--- config.mk ---
export PLATFORM = sky130hd
export DESIGN_NAME = apb_timer_csr_flat
export DESIGN_NICKNAME = d
export VERILOG_FILES = /design/src/rtl/apb_timer_csr_if.sv /design/src/rtl/apb_timer_csr.sv /design/src/flat_wrapper.sv
export SDC_FILE = /design/constraint.sdc
export NUM_CORES = 1
export LEC_CHECK = 0
export CELL_PAD_IN_SITES_DETAIL_PLACEMENT = 1
export CELL_PAD_IN_SITES_GLOBAL_PLACEMENT = 2
export CORE_MARGIN = 2
export CORE_UTILIZATION = 35
export DETAILED_ROUTE_END_ITERATION = 7
export HOLD_SLACK_MARGIN = 0.03
export PLACE_DENSITY_LB_ADDON = 0.1
export SLEW_MARGIN = 15
export SYNTH_ARGS = -nofsm -noshare
export SYNTH_HDL_FRONTEND = slang
export SYNTH_SLANG_ARGS = --single-unit
export TNS_END_PERCENT = 10
--- constraint.sdc ---
create_clock -name pclk -period 4.7 [get_ports pclk]
set_input_delay 0.47 -clock pclk [delete_from_list [all_inputs] [get_ports pclk]]
set_output_delay 0.47 -clock pclk [all_outputs]
set_load 0.02 [all_outputs]
--- src/rtl/apb_timer_csr_if.sv ---
// APB slave bus bundle for the timer CSR block.
interface apb_timer_csr_if #(
  parameter int unsigned ADDR_WIDTH = 32
);
  logic                  psel;
  logic                  penable;
  logic                  pwrite;
  logic [ADDR_WIDTH-1:0] paddr;
  logic [31:0]           pwdata;
  logic [31:0]           prdata;
  logic                  pready;
  logic                  pslverr;

  modport master (
    output psel, penable, pwrite, paddr, pwdata,
    input  prdata, pready, pslverr
  );

  modport slave (
    input  psel, penable, pwrite, paddr, pwdata,
    output prdata, pready, pslverr
  );
endinterface

--- src/rtl/apb_timer_csr.sv ---
// APB register block with NUM_CH down-counting timers, W1C interrupt status
// and per-channel interrupt enables. Zero-wait-state, combinational read path.
module apb_timer_csr #(
  parameter int unsigned NUM_CH     = 4,
  parameter int unsigned CNT_WIDTH  = 16,
  parameter int unsigned ADDR_WIDTH = 32,
  parameter logic [31:0] ID_VALUE   = 32'hDEADBEEF
) (
  input  logic              pclk,
  input  logic              hrst,
  apb_timer_csr_if.slave    apb,
  output logic [NUM_CH-1:0] irq
);

  localparam logic [ADDR_WIDTH-1:0] A_ID       = ADDR_WIDTH'(32'h000);
  localparam logic [ADDR_WIDTH-1:0] A_INT_EN   = ADDR_WIDTH'(32'h004);
  localparam logic [ADDR_WIDTH-1:0] A_INT_STAT = ADDR_WIDTH'(32'h008);

  function automatic logic [ADDR_WIDTH-1:0] ch_addr(input int unsigned c, input int unsigned off);
    return ADDR_WIDTH'(32'h100 + 32'h10 * c + off);
  endfunction

  logic [NUM_CH-1:0]    r_int_en;
  logic [NUM_CH-1:0]    r_int_stat;
  logic [NUM_CH-1:0]    r_en;
  logic [NUM_CH-1:0]    r_mode;
  logic [CNT_WIDTH-1:0] r_load  [NUM_CH];
  logic [CNT_WIDTH-1:0] r_count [NUM_CH];

  logic                 w_access, w_rd, w_err, w_wr_ok, w_mapped, w_ro;
  logic                 w_hit_id, w_hit_en, w_hit_stat;
  logic [NUM_CH-1:0]    w_hit_ctrl, w_hit_load, w_hit_count;
  logic [NUM_CH-1:0]    w_start, w_expire, w_stat_clr;
  logic [NUM_CH-1:0]    w_int_en_nxt, w_stat_nxt, w_en_nxt, w_mode_nxt;
  logic [CNT_WIDTH-1:0] w_load_nxt  [NUM_CH];
  logic [CNT_WIDTH-1:0] w_count_nxt [NUM_CH];
  logic [31:0]          w_rdata;
  logic                 w_unused;

  // Address decode and error classification
  always_comb begin
    w_hit_id    = (apb.paddr == A_ID);
    w_hit_en    = (apb.paddr == A_INT_EN);
    w_hit_stat  = (apb.paddr == A_INT_STAT);
    w_hit_ctrl  = '0;
    w_hit_load  = '0;
    w_hit_count = '0;
    for (int unsigned c = 0; c < NUM_CH; c++) begin
      w_hit_ctrl[c]  = (apb.paddr == ch_addr(c, 0));
      w_hit_load[c]  = (apb.paddr == ch_addr(c, 4));
      w_hit_count[c] = (apb.paddr == ch_addr(c, 8));
    end
    w_mapped = w_hit_id | w_hit_en | w_hit_stat | (|w_hit_ctrl) | (|w_hit_load) | (|w_hit_count);
    w_ro     = w_hit_id | (|w_hit_count);
    w_access = apb.psel & apb.penable;
    w_rd     = w_access & ~apb.pwrite;
    w_err    = w_access & (~w_mapped | (apb.pwrite & w_ro));
    w_wr_ok  = w_access & apb.pwrite & w_mapped & ~w_ro;
  end

  // Read mux; unmapped addresses fall through to zero
  always_comb begin
    w_rdata = '0;
    if (w_hit_id)   w_rdata = ID_VALUE;
    if (w_hit_en)   w_rdata = 32'(r_int_en);
    if (w_hit_stat) w_rdata = 32'(r_int_stat);
    for (int unsigned c = 0; c < NUM_CH; c++) begin
      if (w_hit_ctrl[c])  w_rdata = 32'({r_mode[c], r_en[c]});
      if (w_hit_load[c])  w_rdata = 32'(r_load[c]);
      if (w_hit_count[c]) w_rdata = 32'(r_count[c]);
    end
  end

  assign apb.prdata  = (w_rd & ~hrst) ? w_rdata : 32'h0;
  assign apb.pslverr = w_err & ~hrst;
  assign apb.pready  = 1'b1;
  assign irq         = r_int_stat & r_int_en;
  assign w_unused    = ^apb.pwdata;

  // Next-state: START beats expiry, expiry beats plain decrement; set beats W1C
  always_comb begin
    w_int_en_nxt = r_int_en;
    w_en_nxt     = r_en;
    w_mode_nxt   = r_mode;
    w_load_nxt   = r_load;
    w_count_nxt  = r_count;
    w_start      = '0;
    w_expire     = '0;
    w_stat_clr   = '0;
    if (w_wr_ok && w_hit_en)   w_int_en_nxt = apb.pwdata[NUM_CH-1:0];
    if (w_wr_ok && w_hit_stat) w_stat_clr   = apb.pwdata[NUM_CH-1:0];
    for (int unsigned c = 0; c < NUM_CH; c++) begin
      if (w_wr_ok && w_hit_load[c]) w_load_nxt[c] = apb.pwdata[CNT_WIDTH-1:0];
      if (w_wr_ok && w_hit_ctrl[c]) begin
        w_en_nxt[c]   = apb.pwdata[0];
        w_mode_nxt[c] = apb.pwdata[1];
        w_start[c]    = apb.pwdata[2];
      end
      w_expire[c] = r_en[c] && (r_count[c] == CNT_WIDTH'(1));
      if (w_start[c])
        w_count_nxt[c] = w_load_nxt[c];
      else if (w_expire[c])
        w_count_nxt[c] = r_mode[c] ? r_load[c] : '0;
      else if (r_en[c] && (r_count[c] != '0))
        w_count_nxt[c] = r_count[c] - CNT_WIDTH'(1);
    end
    w_stat_nxt = (r_int_stat & ~w_stat_clr) | w_expire;
  end

  always_ff @(posedge pclk or posedge hrst) begin
    if (hrst) begin
      r_int_en   <= '0;
      r_int_stat <= '0;
      r_en       <= '0;
      r_mode     <= '0;
      r_load     <= '{default: '0};
      r_count    <= '{default: '0};
    end else begin
      r_int_en   <= w_int_en_nxt;
      r_int_stat <= w_stat_nxt;
      r_en       <= w_en_nxt;
      r_mode     <= w_mode_nxt;
      r_load     <= w_load_nxt;
      r_count    <= w_count_nxt;
    end
  end

endmodule

--- src/flat_wrapper.sv ---
// flat-port wrapper written by rule: the top's interface ports become plain ports
module apb_timer_csr_flat 
#(
  parameter int unsigned NUM_CH     = 4,
  parameter int unsigned CNT_WIDTH  = 16,
  parameter int unsigned ADDR_WIDTH = 32,
  parameter logic [31:0] ID_VALUE   = 32'hDEADBEEF
)
  (pclk, hrst, irq, apb_psel, apb_penable, apb_pwrite, apb_paddr, apb_pwdata, apb_prdata, apb_pready, apb_pslverr);
  apb_timer_csr_if #(.ADDR_WIDTH(ADDR_WIDTH)) apb_i ();
  input  logic pclk;
  input  logic hrst;
  output logic [NUM_CH-1:0] irq;
  input wire logic [$bits(apb_i.psel)-1:0] apb_psel;
  input wire logic [$bits(apb_i.penable)-1:0] apb_penable;
  input wire logic [$bits(apb_i.pwrite)-1:0] apb_pwrite;
  input wire logic [$bits(apb_i.paddr)-1:0] apb_paddr;
  input wire logic [$bits(apb_i.pwdata)-1:0] apb_pwdata;
  output wire logic [$bits(apb_i.prdata)-1:0] apb_prdata;
  output wire logic [$bits(apb_i.pready)-1:0] apb_pready;
  output wire logic [$bits(apb_i.pslverr)-1:0] apb_pslverr;
  assign apb_i.psel = apb_psel;
  assign apb_i.penable = apb_penable;
  assign apb_i.pwrite = apb_pwrite;
  assign apb_i.paddr = apb_paddr;
  assign apb_i.pwdata = apb_pwdata;
  assign apb_prdata = apb_i.prdata;
  assign apb_pready = apb_i.pready;
  assign apb_pslverr = apb_i.pslverr;
  apb_timer_csr #(.NUM_CH(NUM_CH), .CNT_WIDTH(CNT_WIDTH), .ADDR_WIDTH(ADDR_WIDTH), .ID_VALUE(ID_VALUE)) u_core (.pclk(pclk), .hrst(hrst), .apb(apb_i), .irq(irq));
endmodule
# Word level (Yosys, flattened, before mapping)

Index checks and enable logic that the tools add are counted.

Register bits: 144
Input port bits: 69
Output and inout port bits: 38
Word-level logic and storage cells: 135

$add $sub $neg: 4
Eq/ne operators: 18
Muxes and demuxes: 41
Bitwise logic cells: 24
Reductions and logical operators: 30

Operator list:

| kind                  | count |
|---|---|
| $mux 32               | 16 |
| $eq 32x9->1 const B   | 12 |
| $mux 16               | 20 |
| $eq 16x1->1 const B   | 4 |
| $reduce_bool 16->1    | 4 |
| $sub 16x1->16 const B | 4 |
| $eq 32x3->1 const B   | 1 |
| $eq 32x4->1 const B   | 1 |
| $logic_not 32->1      | 1 |
| $logic_and 1x1->1     | 18 |
| $reduce_bool 3->1     | 4 |
| $reduce_or 4->1       | 3 |
| $and 1x1->1           | 9 |
| $and 4x4->4           | 2 |
| $or 1x1->1            | 7 |
| $mux 1                | 4 |
| $mux 4                | 1 |
| $not 1->1             | 4 |
| $not 4->4             | 1 |
| $or 4x4->4            | 1 |

# Depth between registers and ports, before layout

Depth in word-level cells: 17
Mapped depth: 10
Depth with buffers taken out: 9

# Least setup slack after synthesis

No wires, ideal clock.

Kind: input to output
Start: input apb_paddr[26]
End: output apb_prdata[2]
Data arrival time: 2.634 ns
Data required time: 4.230 ns
Setup slack: 1.596 ns
Stages: 9
Buffers on the path: 2
Cell sequence: nor4_2 > nand4_2 > clkbuf_1 > nor4_1 > clkbuf_1 > nand2_1 > a32oi_1 > o21ai_0 > a21oi_1

Longest elaborated chain between the ends: 17
Elaborated cells on any way between the ends: 31
Those cells by class: eq/ne (14); mux (16); reduce/logical (1)

Ends and longest elaborated chain:

| element          | line                | source |
|---|---|---|
| start, declared  | flat_wrapper.sv:17  | `input wire logic [$bits(apb_i.paddr)-1:0] apb_paddr;` |
| $logic_not 32->1 | apb_timer_csr.sv:42 | `w_hit_id = (apb.paddr == A_ID);` |
| $mux 32          | apb_timer_csr.sv:64 | `if (w_hit_id) w_rdata = ID_VALUE;` |
| $mux 32          | apb_timer_csr.sv:65 | `if (w_hit_en) w_rdata = 32'(r_int_en);` |
| $mux 32          | apb_timer_csr.sv:66 | `if (w_hit_stat) w_rdata = 32'(r_int_stat);` |
| $mux 32          | apb_timer_csr.sv:68 | `if (w_hit_ctrl[c]) w_rdata = 32'({r_mode[c], r_en[c]});` |
| $mux 32          | apb_timer_csr.sv:69 | `if (w_hit_load[c]) w_rdata = 32'(r_load[c]);` |
| $mux 32          | apb_timer_csr.sv:70 | `if (w_hit_count[c]) w_rdata = 32'(r_count[c]);` |
| $mux 32          | apb_timer_csr.sv:68 |  |
| $mux 32          | apb_timer_csr.sv:69 |  |
| $mux 32          | apb_timer_csr.sv:70 |  |
| $mux 32          | apb_timer_csr.sv:68 |  |
| $mux 32          | apb_timer_csr.sv:69 |  |
| $mux 32          | apb_timer_csr.sv:70 |  |
| $mux 32          | apb_timer_csr.sv:68 |  |
| $mux 32          | apb_timer_csr.sv:69 |  |
| $mux 32 *        | apb_timer_csr.sv:70 |  |
| $mux 32 *        | apb_timer_csr.sv:74 | `assign apb.prdata = (w_rd & ~hrst) ? w_rdata : 32'h0;` |
| end, declared    | flat_wrapper.sv:19  | `output wire logic [$bits(apb_i.prdata)-1:0] apb_prdata;` |

Mark *: on every way between the ends. The rest lies on a longest branch, timed or not.

# Worst setup path in the final report

Start: input apb_paddr[26]
End: output apb_prdata[5]

Same word-level chain as after synthesis.

==> summary.md <==
| Metric | Value |
|---|---|
| Run status | finished clean |
| Rows | 59 |
| TritonCTS buffer count | 17 |
| Final RePlAce weighted congestion | approximately 0.84 |
| Rel. slew slack | 29.0% |
| Setup violations, final | 0 |
| Grt met2 use | 40.8% |
| Distinct cells, synth | 71 |
| Sequential fraction of the synthesis area | 38.9% |
| Root Buffer | clkbuf_16 |
| Setup TNS | 0 ns |
| CTS sink count | between 100 and 150 |
| Most common cell after layout, fill and taps aside | nand2_1 |
| Worst Path Max Fanout | 11 |
| Number of fill cells | 3061 |
| Fin worst setup slack | roughly 0.35 ns |
| DP Wirelength | 27300 um |
| Worst Path Arrival | 3.88 ns |
| Pwr dens | 250 nW/um2 |
| ANT cells | 0 |
| Clk pin slew, worst setup/hold paths | 0.07 ns |
| Mapped Cells | between 1000 and 1500 |
| Syn Area/Cell | 8.84 um2 |
| Number of flops mapped to enable cells by yosys | 0 |
| Top_reg_cell synth | dfrtp_1 |
| Antenna-violating nets left | 0 |
| Number of I/O pins | around 110 |
| DRT iter0 DRCs | 598 |
| #FFs+latches synth | 144 |
| First-pass GRT wire length | 55900 um |
| Fin cells | 1485 |
| Final Max Slew Viols | 0 |
| CTS tree | built |
| Mapped Area | 9260 um2 |
| Fmax | about 230 MHz |
| Final hold violation count | 0 |
| # Post-CTS Setup Buffers | 0 |
| Die width | 167 um |
| Area Growth Syn to Fin | 21.1% |
| GR peak layer | met2 |
| GRT met1 Usage | 38.1% |
| Min Clock Period, post-route | 4.35 ns |
| Final layout net count | 1214 |
| Die Footprint | 27800 um2 |
| Share of cells above drive strength 1 | 16.1% |
| Final setup skew | 0.0129 ns |
| Residual DRC | 0 |
| Top post-synthesis cells by area | dfrtp_1 (39%), mux2_2 (8.3%), nand2_1 (6.2%) |
| DIE HEIGHT | approximately 170 um |
| Share of async-settable or async-resettable flops after synthesis | 100% |
| Yosys top cell by area | dfrtp_1 |
| Peak supply drop | 0.198 mV |
| Vias | about 9000 |
| Clock tree buffer depth | 2 |
| Largest net degree at the start of global routing | 98 |
| Fin Hold WS | 0.508 ns |
| Initial antenna violation count | 0 |
| GRT Residual Overflow | 0 |
| YS warnings | 0 |
| Worst Max-Slew Pin Slew | 1.06 ns |
| CP Capture Type | primary output |
| Most frequent cells in the layout | nand2_1 (152), dfrtp_1 (144), clkdlybuf4s50_1 (84), o21ai_0 (71), mux2_2 (68) |
| Port Buffers | 84 |
| Max-cap violations | 0 |
| DR pass1 iterations | 5 |
| Routing usage on met3 | ~5.0% |
| GRT Overall Usage | 26.3% |
| Place WS | 0.347 ns |
| H-tree depth | 4 |
| Hold Path Class | reg -> reg |
| Leakage | 4.60 nW |
| CP Class | in -> out |
| Placeable Area | about 26000 um2 |
| Drt wl/cell | 24.3 um |
| Routed Wire Length | 36100 um |
| Type of origin of the critical path | input port |
| Post-cts resize count | 0 |
| Vias in the first global route | 8721 |
| Fin crit share | 92.6% |
| Req. time, crit path | 4.23 ns |
| Yosys top cell area share | about two fifths |
| Starting density of the core | 35.6% |
| RSZ-0062 raised after global routing | no |
| Placed Instances | 1453 |
| Hold buffers post-CTS | 0 |
| Via density | 5.89 |
| Clock network latency to the later pin of the worst-skew pair | around 0.44 ns |
## cell type report
class	count	area [um2]	area share, %
Timing Repair Buffer	129	1180	10.5
Clock buffer	18	439	3.92
Sequential cell	144	3600	32.1
Multi-Input combinational cell	818	5310	47.3
Tap cell	335	419	3.74
Clock inverter	14	161	1.44
Inverter	27	106	0.948
## final timing paths
| kind | start | to | slack, ns | cells after the start |
|---|---|---|---|---|
| setup / recovery | apb_paddr[26] | apb_prdata[5] | 0.35 | 10 |
| hold / removal | u_core.r_load[22] | u_core.r_load[22] | 0.51 | 2 |
| setup reg to reg | u_core.r_count[20] | u_core.r_count[20] | 1.45 | 6 |
| hold reg to reg | u_core.r_load[22] | u_core.r_load[22] | 0.51 | 2 |
| max in group asynchronous | hrst | u_core.r_count[46] | 3.00 | 3 |
| min in group asynchronous | hrst | u_core.r_int_stat[3] | 0.68 | 2 |
## where the power goes
group	internal, W	switching, W
sequential	0.00124	0.00000000000202
clock	0.000776	0.000651
combinational	0.0000542	0.0000902
## worst max-delay path, cell delays in order
cell	delay, ns
clkdlybuf4s50_1	0.42
nor4_2	0.38
nand4_2	0.25
buf_4	0.26
nor4_1	0.50
a21oi_1	0.32
nand3_1	0.17
o211ai_1	0.22
a21oi_1	0.26
clkdlybuf4s50_1	0.64
## Yosys cell counts (11+ instances only)
| master | n |
|---|---|
| nand2_1 | 152 |
| dfrtp_1 | 144 |
| o21ai_0 | 71 |
| mux2_2 | 68 |
| nor2_1 | 63 |
| a21oi_1 | 54 |
| nand3_1 | 48 |
| nor3_1 | 37 |
| clkbuf_1 | 36 |
| inv_1 | 27 |
| nor4_1 | 27 |
| a22oi_1 | 22 |
| a211oi_1 | 21 |
| xnor2_1 | 20 |
| o211ai_1 | 18 |
| a22o_1 | 16 |
| buf_4 | 16 |
| xor2_1 | 13 |
| and2_1 | 11 |
| o22ai_1 | 11 |
| or3_1 | 11 |
## stage by stage
step | area (um2) | power [W] | util (%)
floorplan | 9280 | 0.00131 | -
global placement | 10600 | 0.00141 | 40.9
detailed placement | 10600 | 0.00141 | 40.9
CTS | 11200 | 0.00284 | 43.2
global route | 11200 | 0.00289 | 43.2
finish | 11200 | 0.00281 | 43.2
## registers in the layout, summed over array words and instances (netlist names)
register	cells
u_core.r_int_stat	4
u_core.r_count	64
u_core.r_load	64
u_core.r_mode	4
u_core.r_en	4
u_core.r_int_en	4
## cell families after synthesis
| group | after synthesis | share of synthesized area [%] |
|---|---|---|
| AND/OR/NAND/NOR | 419 | 23.1 |
| AO/OA/AOI/OAI | 271 | 19.2 |
| flip-flops | 144 | 38.9 |
| buffers and inverters | 90 | 4.49 |
| multiplexers | 81 | 10.1 |
| XOR/XNOR | 33 | 3.12 |
| adder cells (fa/ha/maj) | 8 | 1.08 |
| other | 2 | 0.0811 |
## per-layer routing
layer,vias up,part of all wire (%)
met5,-,0
met4,0,1.8
met3,31,4.9
met2,225,45
met1,4448,48
li1,4041,-
(Power assumes the default switching activity.)
==> RTL edit: new RTL, config.mk and constraints unchanged <==
`ADDR_WIDTH` is set to 32 in 3 places; all go to 28.
--- a/src/rtl/apb_timer_csr_if.sv
+++ b/src/rtl/apb_timer_csr_if.sv
@@ -2,3 +2,3 @@
 interface apb_timer_csr_if #(
-  parameter int unsigned ADDR_WIDTH = 32
+  parameter int unsigned ADDR_WIDTH = 28
 );
--- a/src/rtl/apb_timer_csr.sv
+++ b/src/rtl/apb_timer_csr.sv
@@ -5,3 +5,3 @@
   parameter int unsigned CNT_WIDTH  = 16,
-  parameter int unsigned ADDR_WIDTH = 32,
+  parameter int unsigned ADDR_WIDTH = 28,
   parameter logic [31:0] ID_VALUE   = 32'hDEADBEEF
--- a/src/flat_wrapper.sv
+++ b/src/flat_wrapper.sv
@@ -5,3 +5,3 @@
   parameter int unsigned CNT_WIDTH  = 16,
-  parameter int unsigned ADDR_WIDTH = 32,
+  parameter int unsigned ADDR_WIDTH = 28,
   parameter logic [31:0] ID_VALUE   = 32'hDEADBEEF
Ports: changed (resized apb_paddr); port bits go from 107 to 103. The function was not compared with the original's and may differ.
==> RTL edit against the original RTL <==
  * Total power rose by 0.42%
  * Final area fell by 1.6%
  * Highest routed layer unchanged
  * Register-to-register slack better by 0.04 ns
  * Via count decreased by 5.3%
  * Die area shrank 1.7%
  * Area after synthesis down 1.7%
  * Sequential power about the same
  * Largest cell class unchanged
  * Setup slack got worse by 0.19 ns
  * Routed wire length is 3.9% lower
  * Sequential cell count stayed put
==> RTL edit: results (changes against the original RTL) <==
.. list-table::
   :header-rows: 1

   * - Metric
     - Value
   * - Run status
     - finished clean
   * - Final hold slack
     - 0.511 ns (+0.00224 ns)
   * - Drt first-iter violations
     - 592 (-1.0%)
   * - Clock skew
     - 0.0113 ns (-0.00168 ns)
   * - Total Routed Length
     - 34.7 mm (-3.9%)
   * - Worst Min Path Start
     - u_core.r_load[20]
   * - Half-perimeter wire length after detailed placement
     - 26.0 mm (-4.6%)
   * - Post-synthesis sequential area ratio
     - 0.396 (+0.00685)
   * - Final net count
     - 1157 (-4.7%)
   * - Actual slew at the worst max-slew pin
     - 0.998 ns (-0.0589 ns)
   * - Worst IR Drop VDD
     - 218 uV (+9.7%)
   * - Mux contribution to synthesized area
     - 0.116 (+0.0150)
   * - GR met3 Demand/Resource
     - 0.0337 (-0.0162)
   * - Met2 layer usage reported by global route
     - 0.421 (+0.0123)
   * - Proportion of layout cells with a drive suffix above 1
     - 0.179 (+0.0178)
   * - Post-synthesis compound-gate area fraction
     - 0.170 (-0.0215)
   * - Number of port buffers
     - 80 (-4.8%)
   * - Endpoint of the worst hold-timing path
     - u_core.r_count[20]
   * - Number of instances in the synthesized netlist
     - 993 (-5.2%)
   * - Count of vias placed by the detailed router
     - 8282 (-5.3%)
   * - Wire length of the first global-routing pass
     - 53.4 mm (-4.4%)
   * - WP data arrival
     - 4.07 ns (+0.19 ns)
   * - Netlist cell types
     - 79 (+11%)
   * - Adder-cell share of the synthesized area
     - 0.0110 (+0.000190)
   * - Final weighted congestion of routability-driven global placement
     - 0.828 (-1.7%)
   * - Reg power frac
     - 0.439 (-0.002)
   * - YS warnings
     - 0 (unchanged)
   * - Maximum number of pins on one net before global-route repair
     - 100 (+2.0%)
   * - Met1 track demand over resource in global routing
     - 0.387 (+0.00610)
   * - R2R Path End
     - u_core.r_count[23]
   * - Switching Share
     - 0.243 (-0.0212)
   * - Cell types occupying the most area after synthesis
     - dfrtp_1 40%, mux2_2 8.2%, o21ai_0 5.5%
   * - Register-to-Register Setup Slack
     - 1.49 ns (+0.04 ns)
   * - Post-synth top cells
     - 144 x dfrtp_1, 115 x nand2_1, 100 x o21ai_0
   * - Static Leakage
     - 0.00430 uW (-6.5%)
   * - Overall power consumption
     - 2820 uW (+0.42%)
   * - XOR/XNOR share of the synthesized area
     - 0.0375 (+0.00632)
RTL edit: cell types whose count changed after synthesis, sizes merged, moves of 15 or more:
cell    delta
a211oi    -16
a22o      -15
nand2     -38
nand3     -24
nor3      +28
o211ai    -17
o21ai     +26
RTL edit: layout make-up:
cell class	instances	area [um2]
Fill cell	2953	14700
Multi-Input combinational cell	775	5130
Sequential cell	144	3600
Timing Repair Buffer	132	1220
Clock buffer	18	429
Tap cell	335	419
Clock inverter	14	179
Inverter	14	57.6
RTL edit: worst max-delay path: stages:
cell and delay, ns:
clkdlybuf4s50_1 0.50, or4b_2 0.78, nor4_2 0.30, buf_12 0.19, and3_1 0.16, buf_4 0.21
a21oi_1 0.09, nor3_1 0.48, a2111oi_0 0.14, nor2_1 0.13, clkdlybuf4s50_1 0.61
RTL edit: worst max path at each step:
stage                        endpoint  slack [ns]
finish                 apb_prdata[11]        0.16
detailed placement     apb_prdata[10]        0.14
CTS                    apb_prdata[10]        0.11
global placement        apb_prdata[5]        0.14
global route            apb_prdata[8]        0.03
floorplan           u_core.r_count[0]        0.36
RTL edit: repair_timing:
action / CTS / global route
resized for setup: 0 / 8
hold buffers: 0 / 0
endpoints found under the setup margin: 0 / 6
RTL edit: cell families (layout without fill, tap and decap cells):
kind of cell | count (synthesis) | count (layout)
AOI/OAI and AO/OA | 249 | 249
xor gates and xnor gates | 39 | 39
adders and majority gates | 8 | 8
buffers and inverters | 78 | 178
DFF | 144 | 144
muxes | 91 | 91
other | 2 | 6
and+or+nand+nor | 382 | 382
RTL edit: metal layers:
metal	share of wire	wire length (um)
met5	0	0
met1	0.49	17100
met4	0.011	367
met2	0.47	16200
met3	0.030	1030
